===== src/rtl/alu_rs_scheduler.sv =====
// Reservation station for the single ALU: holds dispatched ops until both operands resolve,
// snoops the ALU and LSB result buses, and issues the lowest-index ready op once per cycle.
module alu_rs_scheduler #(
  parameter int RS_SIZE  = 8,
  parameter int RS_IDX_W = 3,
  parameter int OP_W     = 6,
  parameter int DATA_W   = 32,
  parameter int ROB_W    = 4
) (
  input  logic              clk,
  input  logic              rst,
  input  logic              flush,

  input  logic              in_ena,
  input  logic [OP_W-1:0]   in_op,
  input  logic [DATA_W-1:0] in_vj,
  input  logic [DATA_W-1:0] in_vk,
  input  logic              in_qj_v,
  input  logic              in_qk_v,
  input  logic [ROB_W-1:0]  in_qj,
  input  logic [ROB_W-1:0]  in_qk,
  input  logic [ROB_W-1:0]  in_rob_tag,
  input  logic [DATA_W-1:0] in_pc,
  input  logic [DATA_W-1:0] in_imm,
  output logic              full,

  input  logic              cdb_alu_ena,
  input  logic [ROB_W-1:0]  cdb_alu_tag,
  input  logic [DATA_W-1:0] cdb_alu_data,
  input  logic              cdb_lsb_ena,
  input  logic [ROB_W-1:0]  cdb_lsb_tag,
  input  logic [DATA_W-1:0] cdb_lsb_data,

  output logic              alu_ena,
  output logic [OP_W-1:0]   alu_op,
  output logic [DATA_W-1:0] alu_a,
  output logic [DATA_W-1:0] alu_b,
  output logic [ROB_W-1:0]  alu_rob_tag,
  output logic [DATA_W-1:0] alu_pc,
  output logic [DATA_W-1:0] alu_imm
);

  // Control bits carry the reset; the payload arrays are plain data flops.
  logic [RS_SIZE-1:0] valid;
  logic [RS_SIZE-1:0] qj_v;
  logic [RS_SIZE-1:0] qk_v;

  logic [OP_W-1:0]   op_q   [RS_SIZE];
  logic [DATA_W-1:0] vj_q   [RS_SIZE];
  logic [DATA_W-1:0] vk_q   [RS_SIZE];
  logic [ROB_W-1:0]  qj_q   [RS_SIZE];
  logic [ROB_W-1:0]  qk_q   [RS_SIZE];
  logic [ROB_W-1:0]  tag_q  [RS_SIZE];
  logic [DATA_W-1:0] pc_q   [RS_SIZE];
  logic [DATA_W-1:0] imm_q  [RS_SIZE];

  logic [RS_SIZE-1:0]  ready;
  logic                free_found;
  logic [RS_IDX_W-1:0] free_idx;
  logic                issue_found;
  logic [RS_IDX_W-1:0] issue_idx;
  logic                dispatch;

  logic [DATA_W-1:0] disp_vj;
  logic [DATA_W-1:0] disp_vk;
  logic              disp_qj_v;
  logic              disp_qk_v;

  logic [RS_SIZE-1:0] wake_j_alu;
  logic [RS_SIZE-1:0] wake_j_lsb;
  logic [RS_SIZE-1:0] wake_k_alu;
  logic [RS_SIZE-1:0] wake_k_lsb;

  assign ready    = valid & ~qj_v & ~qk_v;
  assign full     = &valid;
  assign dispatch = in_ena & ~full & ~flush;

  always_comb begin
    free_found = 1'b0;
    free_idx   = '0;
    for (int i = RS_SIZE - 1; i >= 0; i--) begin
      if (!valid[i]) begin
        free_found = 1'b1;
        free_idx   = RS_IDX_W'(i);
      end
    end
  end

  always_comb begin
    issue_found = 1'b0;
    issue_idx   = '0;
    for (int i = RS_SIZE - 1; i >= 0; i--) begin
      if (ready[i]) begin
        issue_found = 1'b1;
        issue_idx   = RS_IDX_W'(i);
      end
    end
  end

  // Operands produced on a CDB in the dispatch cycle are captured directly.
  always_comb begin
    disp_vj   = in_vj;
    disp_qj_v = in_qj_v;
    if (in_qj_v) begin
      if (cdb_alu_ena && cdb_alu_tag == in_qj) begin
        disp_vj   = cdb_alu_data;
        disp_qj_v = 1'b0;
      end else if (cdb_lsb_ena && cdb_lsb_tag == in_qj) begin
        disp_vj   = cdb_lsb_data;
        disp_qj_v = 1'b0;
      end
    end
  end

  always_comb begin
    disp_vk   = in_vk;
    disp_qk_v = in_qk_v;
    if (in_qk_v) begin
      if (cdb_alu_ena && cdb_alu_tag == in_qk) begin
        disp_vk   = cdb_alu_data;
        disp_qk_v = 1'b0;
      end else if (cdb_lsb_ena && cdb_lsb_tag == in_qk) begin
        disp_vk   = cdb_lsb_data;
        disp_qk_v = 1'b0;
      end
    end
  end

  // ALU bus has priority over LSB when both carry the same tag.
  always_comb begin
    for (int i = 0; i < RS_SIZE; i++) begin
      wake_j_alu[i] = valid[i] & qj_v[i] & cdb_alu_ena & (cdb_alu_tag == qj_q[i]);
      wake_j_lsb[i] = valid[i] & qj_v[i] & cdb_lsb_ena & (cdb_lsb_tag == qj_q[i]) & ~wake_j_alu[i];
      wake_k_alu[i] = valid[i] & qk_v[i] & cdb_alu_ena & (cdb_alu_tag == qk_q[i]);
      wake_k_lsb[i] = valid[i] & qk_v[i] & cdb_lsb_ena & (cdb_lsb_tag == qk_q[i]) & ~wake_k_alu[i];
    end
  end

  always_ff @(posedge clk or posedge rst) begin
    if (rst) begin
      valid       <= '0;
      qj_v        <= '0;
      qk_v        <= '0;
      alu_ena     <= 1'b0;
      alu_op      <= '0;
      alu_a       <= '0;
      alu_b       <= '0;
      alu_rob_tag <= '0;
      alu_pc      <= '0;
      alu_imm     <= '0;
    end else if (flush) begin
      valid   <= '0;
      alu_ena <= 1'b0;
    end else begin
      for (int i = 0; i < RS_SIZE; i++) begin
        if (wake_j_alu[i] || wake_j_lsb[i]) qj_v[i] <= 1'b0;
        if (wake_k_alu[i] || wake_k_lsb[i]) qk_v[i] <= 1'b0;
      end

      if (issue_found) begin
        valid[issue_idx] <= 1'b0;
        alu_ena          <= 1'b1;
        alu_op           <= op_q[issue_idx];
        alu_a            <= vj_q[issue_idx];
        alu_b            <= vk_q[issue_idx];
        alu_rob_tag      <= tag_q[issue_idx];
        alu_pc           <= pc_q[issue_idx];
        alu_imm          <= imm_q[issue_idx];
      end else begin
        alu_ena <= 1'b0;
      end

      // The free slot is never the issuing slot: the free search sees the pre-issue valid bits.
      if (dispatch && free_found) begin
        valid[free_idx] <= 1'b1;
        qj_v[free_idx]  <= disp_qj_v;
        qk_v[free_idx]  <= disp_qk_v;
      end
    end
  end

  always_ff @(posedge clk) begin
    for (int i = 0; i < RS_SIZE; i++) begin
      if (wake_j_alu[i])      vj_q[i] <= cdb_alu_data;
      else if (wake_j_lsb[i]) vj_q[i] <= cdb_lsb_data;
      if (wake_k_alu[i])      vk_q[i] <= cdb_alu_data;
      else if (wake_k_lsb[i]) vk_q[i] <= cdb_lsb_data;
    end

    if (dispatch && free_found) begin
      op_q[free_idx]  <= in_op;
      vj_q[free_idx]  <= disp_vj;
      vk_q[free_idx]  <= disp_vk;
      qj_q[free_idx]  <= in_qj;
      qk_q[free_idx]  <= in_qk;
      tag_q[free_idx] <= in_rob_tag;
      pc_q[free_idx]  <= in_pc;
      imm_q[free_idx] <= in_imm;
    end
  end

endmodule

===== config.mk =====
export PLATFORM = sky130hd
export DESIGN_NAME = alu_rs_scheduler
export DESIGN_NICKNAME = d
export VERILOG_FILES = /design/src/rtl/alu_rs_scheduler.sv
export SDC_FILE = /design/constraint.sdc
export NUM_CORES = 2
export LEC_CHECK = 0
export BUFFER_PORTS_ARGS = -buffer_cell sky130_fd_sc_hd__buf_2
export CORE_ASPECT_RATIO = 1.75
export CORE_UTILIZATION = 35
export DETAILED_ROUTE_END_ITERATION = 8
export MAX_ROUTING_LAYER = met4
export PLACE_DENSITY = 0.55
export SLEW_MARGIN = 5
export SYNTH_ARGS = -nofsm -noshare
export SYNTH_HDL_FRONTEND = slang
export SYNTH_SLANG_ARGS = --single-unit
export TNS_END_PERCENT = 5

===== constraint.sdc =====
create_clock -name clk -period 6.85 [get_ports clk]
set_clock_uncertainty 0.2 [all_clocks]
set_input_delay 0.685 -clock clk [delete_from_list [all_inputs] [get_ports clk]]
set_output_delay 0.685 -clock clk [all_outputs]
set_load 0.02 [all_outputs]

# After elaboration in Yosys (flattened, before gate mapping)
# Memory sizes are Yosys's and may differ from the RTL's. A register that Yosys moved wholly into a read port is not among the register bits.
# Cells that the tools add are included.
[totals] latchBits=0 mem_count=8 mem_bits_ro=0 output_inout_bits=140 mem_bits_rw=1168 in_bits=226 word_cells=404 reg_bits=25
[op_classes] reduce_logical=25 n_eq_ne=36 order_cmp=4 n_addsub=0 muxes=188 n_mul=0 n_div=0 n_shift=0 n_bitwise=139
[memory_table] memory="imm_q" depth=8 word_bits=32 read_ports=1 rd_ports_with_merged_regs=1 write_ports=1 line_no="55" text="logic [DATA_W-1:0] imm_q [RS_SIZE];"
[memory_table] memory="pc_q" depth=8 word_bits=32 read_ports=1 rd_ports_with_merged_regs=1 write_ports=1 line_no="54" text="logic [DATA_W-1:0] pc_q [RS_SIZE];"
[memory_table] memory="vj_q" depth=8 word_bits=32 read_ports=1 rd_ports_with_merged_regs=1 write_ports=9 line_no="49" text="logic [DATA_W-1:0] vj_q [RS_SIZE];"
[memory_table] memory="vk_q" depth=8 word_bits=32 read_ports=1 rd_ports_with_merged_regs=1 write_ports=9 line_no="50" text="logic [DATA_W-1:0] vk_q [RS_SIZE];"
[memory_table] memory="op_q" depth=8 word_bits=6 read_ports=1 rd_ports_with_merged_regs=1 write_ports=1 line_no="48" text="logic [OP_W-1:0] op_q [RS_SIZE];"
[memory_table] memory="qj_q" depth=8 word_bits=4 read_ports=8 rd_ports_with_merged_regs=0 write_ports=1 line_no="51" text="logic [ROB_W-1:0] qj_q [RS_SIZE];"
[memory_table] memory="+2 memories"
[op_table] operator="32-bit two-way mux" count=22
[op_table] operator="4-bit == test" count=36
[op_table] operator="1-bit two-way mux" count=140
[op_table] operator="1-bit bitwise AND" count=98
[op_table] operator="3-bit two-way mux" count=16
[op_table] operator="8-bit two-way mux" count=6
[op_table] operator="8-bit bitwise AND" count=3
[op_table] operator="8-bit NOT" count=3
[op_table] operator="1-bit NOT" count=18
[op_table] operator="8-bit bitwise mux" count=2
[op_table] operator="1-bit logical OR" count=16
[op_table] operator="1-bit OR" count=16
[op_table] operator="3-bit by 4-bit < comparator with 1-bit output (second input constant)" count=2
[op_table] operator="8-bit OR" count=1
[op_table] operator="8-bit AND reduction" count=1
[op_table] operator="1-bit logical AND" count=7
[op_table] operator="1-bit demux with 3-bit select" count=2
[op_table] operator="3-bit by 1-bit greater-or-equal comparator with 1-bit output (second input constant)" count=2
[op_table] operator="2-bit AND reduction" count=1

# Longest topological paths before layout
[depth] word_depth=22 mapped_depth=11 depth_no_buf=8

# Worst setup path after synthesis
# No wires, ideal clock.
[synth_timing] kind="input -> register" from="input port flush" to="memory imm_q[3][0], enable pin" t_required_ps=6214 path_stages=6 slack_ps=2666 t_arrival_ps=3548 cell_sequence="nand3b_1 > or3_1 > clkbuf_1 > buf_1 > buf_1 > inv_1"
[synth_via] elab_chain_len=5
[synth_rtl] item="from (decl)" line_no="12" text="input logic flush,"
[synth_rtl] item="1-bit NOT (no line)"
[synth_rtl] item="1-bit bitwise AND" line_no="76" text="assign dispatch = in_ena & ~full & ~flush;"
[synth_rtl] item="1-bit logical AND" line_no="190" text="if (dispatch && free_found) begin"
[synth_rtl] item="1-bit two-way mux" line_no="190"
[synth_rtl] item="1-bit two-way mux (not written as such)" line_no="198" text="imm_q[free_idx] <= in_imm;"
[synth_rtl] item="to (decl)" line_no="55"
# Every way passes these cells.

# Worst setup path after layout
[layout_timing] from="register valid[3]" to="register alu_b[28] (read register of vk_q)"
[layout_via] elab_chain_len=7 word_cells_on_any_way=11 cone_classes="mux (8); bitwise (2); reduce/logical (1)"
[layout_rtl] item="from (decl)" line_no="44" text="logic [RS_SIZE-1:0] valid;"
[layout_rtl] item="from (signal assigned)" line_no="141" text="valid <= '0;"
[layout_rtl] item="from (signal assigned)" line_no="152" text="valid <= '0;"
[layout_rtl] item="from (signal, indexed assignment)" line_no="161" text="valid[issue_idx] <= 1'b0;"
[layout_rtl] item="8-bit bitwise AND (*) (2 in a row)" line_no="74" text="assign ready = valid & ~qj_v & ~qk_v;"
[layout_rtl] item="1-bit two-way mux (4 in a row)" line_no="93" text="if (ready[i]) begin"
[layout_rtl] item="2-bit AND reduction (no line)"
[layout_rtl] item="to (decl)" line_no="37" text="output logic [DATA_W-1:0] alu_b,"
# Mark *: on every way between the ends. The rest lies on a longest branch, timed or not.
# A chain may end at the register's enable or synchronous reset.

==> flow_metrics.tcl <==
set metrics [dict create \
    gp_congestion 0.839 \
    fillerInstances 17541 \
    cts_tree "done" \
    cap_violations 0 \
    min_period_over_period_pct 71.7 \
    ys_warn_count 0 \
    std_cell_rows 210 \
    critPathKind "reg2reg" \
    fin_tns_setup_ns 0 \
    hold_ws_ns 0.124 \
    synthArstFlopShare_pct 12.2 \
    clock_latency_ns 0.81 \
    synth_cells 4910 \
    clockBufferDepth 4 \
    cp-end-kind "flip-flop" \
    postCtsSetupBuffers 0 \
    synth.area.top_cells "edfxtp_1 53%, mux2i_1 16%, dfrtp_1 6.2%" \
    rsz0062_at_grt "false" \
    synth_cell_types 72 \
    maxSlewHeadroom_pct 19.7 \
    first_pass_iters 5 \
    die_area_sq_mm 0.190 \
    synth-main-ff-cell "edfxtp_1" \
    fp.dieW_um 330 \
    drtAntennaViolNets 0 \
    grt_overflow 0 \
    start_util_pct 35.2 \
    max_freq_mhz 204 \
    clk_pin_slew_ns 0.06 \
    numCtsBuffers 144 \
    worst-slew-pin-transition_ns 1.20 \
    setup_viol 0 \
    cts_max_level 4 \
    synth_fp_nets 5136 \
    yosysSeqAreaShare_pct 59.6 \
    cp.required_ns 7.27 \
    vias 45882 \
    grtUsageTotal_pct 26.8 \
    post-route-util_pct 40.0 \
    core_area_sq_mm 0.187 \
    syn-cell-area_sq_mm 0.0657 \
    grt_max_degree 104 \
    synth-seq-cells 1331 \
    postLayoutSetupSlackWorst_ns 1.94 \
    syn_avg_cell_area_sq_um 13.4 \
    num-nets-final 5282 \
    synth_edf_count 1168 \
    antenna_found_initial 31 \
    status "finished, final reports clean" \
    die_y_um 575 \
    drt-total-wl_um 251000 \
    ir_drop_v 0.000178 \
    grt_pass1_vias 46008 \
    hold_viol 0 \
    leakagePower_uw 0.0322 \
    wl_per_cell_um 32.9 \
    portBuffers 365 \
    maxSlewViolCount 0 \
    synth.largest_area_cell "edfxtp_1" \
    dpl.hpwl_um 141000 \
    power_density_mw_per_mm2 275 \
    avgViaCountPerCell 6.02 \
    final_layout_size_suffix_gt1_share_pct 16.5 \
    arrival_ns 5.33 \
    yosysMostFrequentCell "edfxtp_1" \
    netlist_top_cells_count "1168 x edfxtp_1, 1056 x mux2i_1, 350 x a22o_1" \
    clkSinkCount 1331 \
    crit_path_start_kind "flip-flop" \
    pre_cts_slack_ns 1.97 \
    grt_pass1_wl_um 353000 \
    hp-class "in2reg" \
    drtIter0Drc 4140 \
    layout_min_cycle_time_ns 4.91 \
    yosys.area.top_type_share_pct 53.4 \
    root_buffer "clkbuf_16" \
    worstPathMaxFanout 80 \
    io_pins 366 \
    area_growth_pct 13.7 \
    drc 0 \
]
path summary, 6_finish.rpt:
| check | from | endpoint | slack, ns | depth (start not counted) |
|---|---|---|---|---|
| min in group asynchronous | rst | alu_pc[18]$_DFFE_PP0P_ | 0.33 | 3 |
| setup reg to reg | valid[3]$_DFF_PP0_ | alu_b[28]$_DFFE_PP0P_ | 1.94 | 8 |
| hold / removal | in_qj[0] | qj_q[5][0]$_DFFE_PP_ | 0.12 | 1 |
| setup / recovery | valid[3]$_DFF_PP0_ | alu_b[28]$_DFFE_PP0P_ | 1.94 | 8 |
| hold reg to reg | alu_pc[28]$_DFFE_PP0P_ | alu_pc[28]$_DFFE_PP0P_ | 0.28 | 2 |
| max in group asynchronous | rst | alu_imm[13]$_DFFE_PP0P_ | 4.80 | 4 |
registers in the layout, summed over array words and instances, names as in the netlist, 32 cells and up:
register and cells:
tag_q 32, op_q 48, alu_b 32, alu_pc 32, qj_q 32, alu_a 32, alu_imm 32, imm_q 256
vj_q 256, vk_q 256, pc_q 256, qk_q 32
per-layer routing:
metal	GRT usage, %	part of all wire (%)
met1	32.1	39
met2	44.3	50
met4	11.8	4.8
met3	4.09	6.8
met5	-	0
power by group:
part,switching [uW],internal (uW)
Combinational,2020,946
Clock,3310,4420
Sequential,499,9320
Total,5830,14700
what timing repair did:
action / 4_1_cts / 5_1_grt
setup endpoints to repair: 0 / 0
resized for setup: 0 / 0
hold buffers: 76 / 0
hold endpoints to repair: 674 / 0
worst max-delay path: stages (launching register included):
cell       delay (ns)
dfrtp_1          0.52
or3b_1           0.50
nand2_8          0.52
nor2_1           0.17
a31o_4           0.45
inv_4            0.78
nand2_8          0.73
a2111oi_0        0.61
a311oi_1         0.09
area by class of cell:
class	count	area (sq um)	area share (%)
clock buffers	203	4040	5.41
well taps	2438	3050	4.09
repair buffers	542	3530	4.73
multi-input cells	3009	24200	32.5
diodes	24	60.1	0.0804
clock inverters	45	459	0.615
inverters	28	135	0.181
flip-flops and latches	1331	39200	52.4
through the flow:
step / power, uW / instances / area, sq um
floorplan: 11400 / 4910 / 65700
global placement: 12900 / 7272 / 69300
detailed placement: 12900 / 7272 / 69300
CTS: 20700 / 7596 / 74600
global route: 21100 / 7614 / 74700
finish: 20500 / 7620 / 74700
cells by family after synthesis:
| kind of cell | synth area share [%] |
|---|---|
| compound gates | 11.1 |
| xor+xnor | 1.88 |
| buf+inv | 3.98 |
| flops | 59.6 |
| mux | 16.6 |
| simple gates | 6.83 |
cells in the final DEF, fill, tap and decap left out, types with 15 or more instances in the layout:
master,n
clkinv_1,15
nand2_1,268
nor3_1,120
diode_2,24
xor2_1,103
dfrtp_1,163
nand3_1,123
o31ai_1,59
buf_12,15
o2bb2ai_2,30
mux2i_1,1056
mux2_2,32
buf_2,365
nand2b_2,15
clkbuf_16,148
nor2_1,88
a22oi_2,30
a311oi_1,69
or4_1,63
dlygate4sd3_1,76
a22o_1,350
clkbuf_1,42
buf_4,86
edfxtp_1,1168
xnor2_1,37
a21oi_1,207
o21ai_0,23
and3_1,118
a2111oi_0,68
nand4_1,33
(Power assumes the default switching activity.)
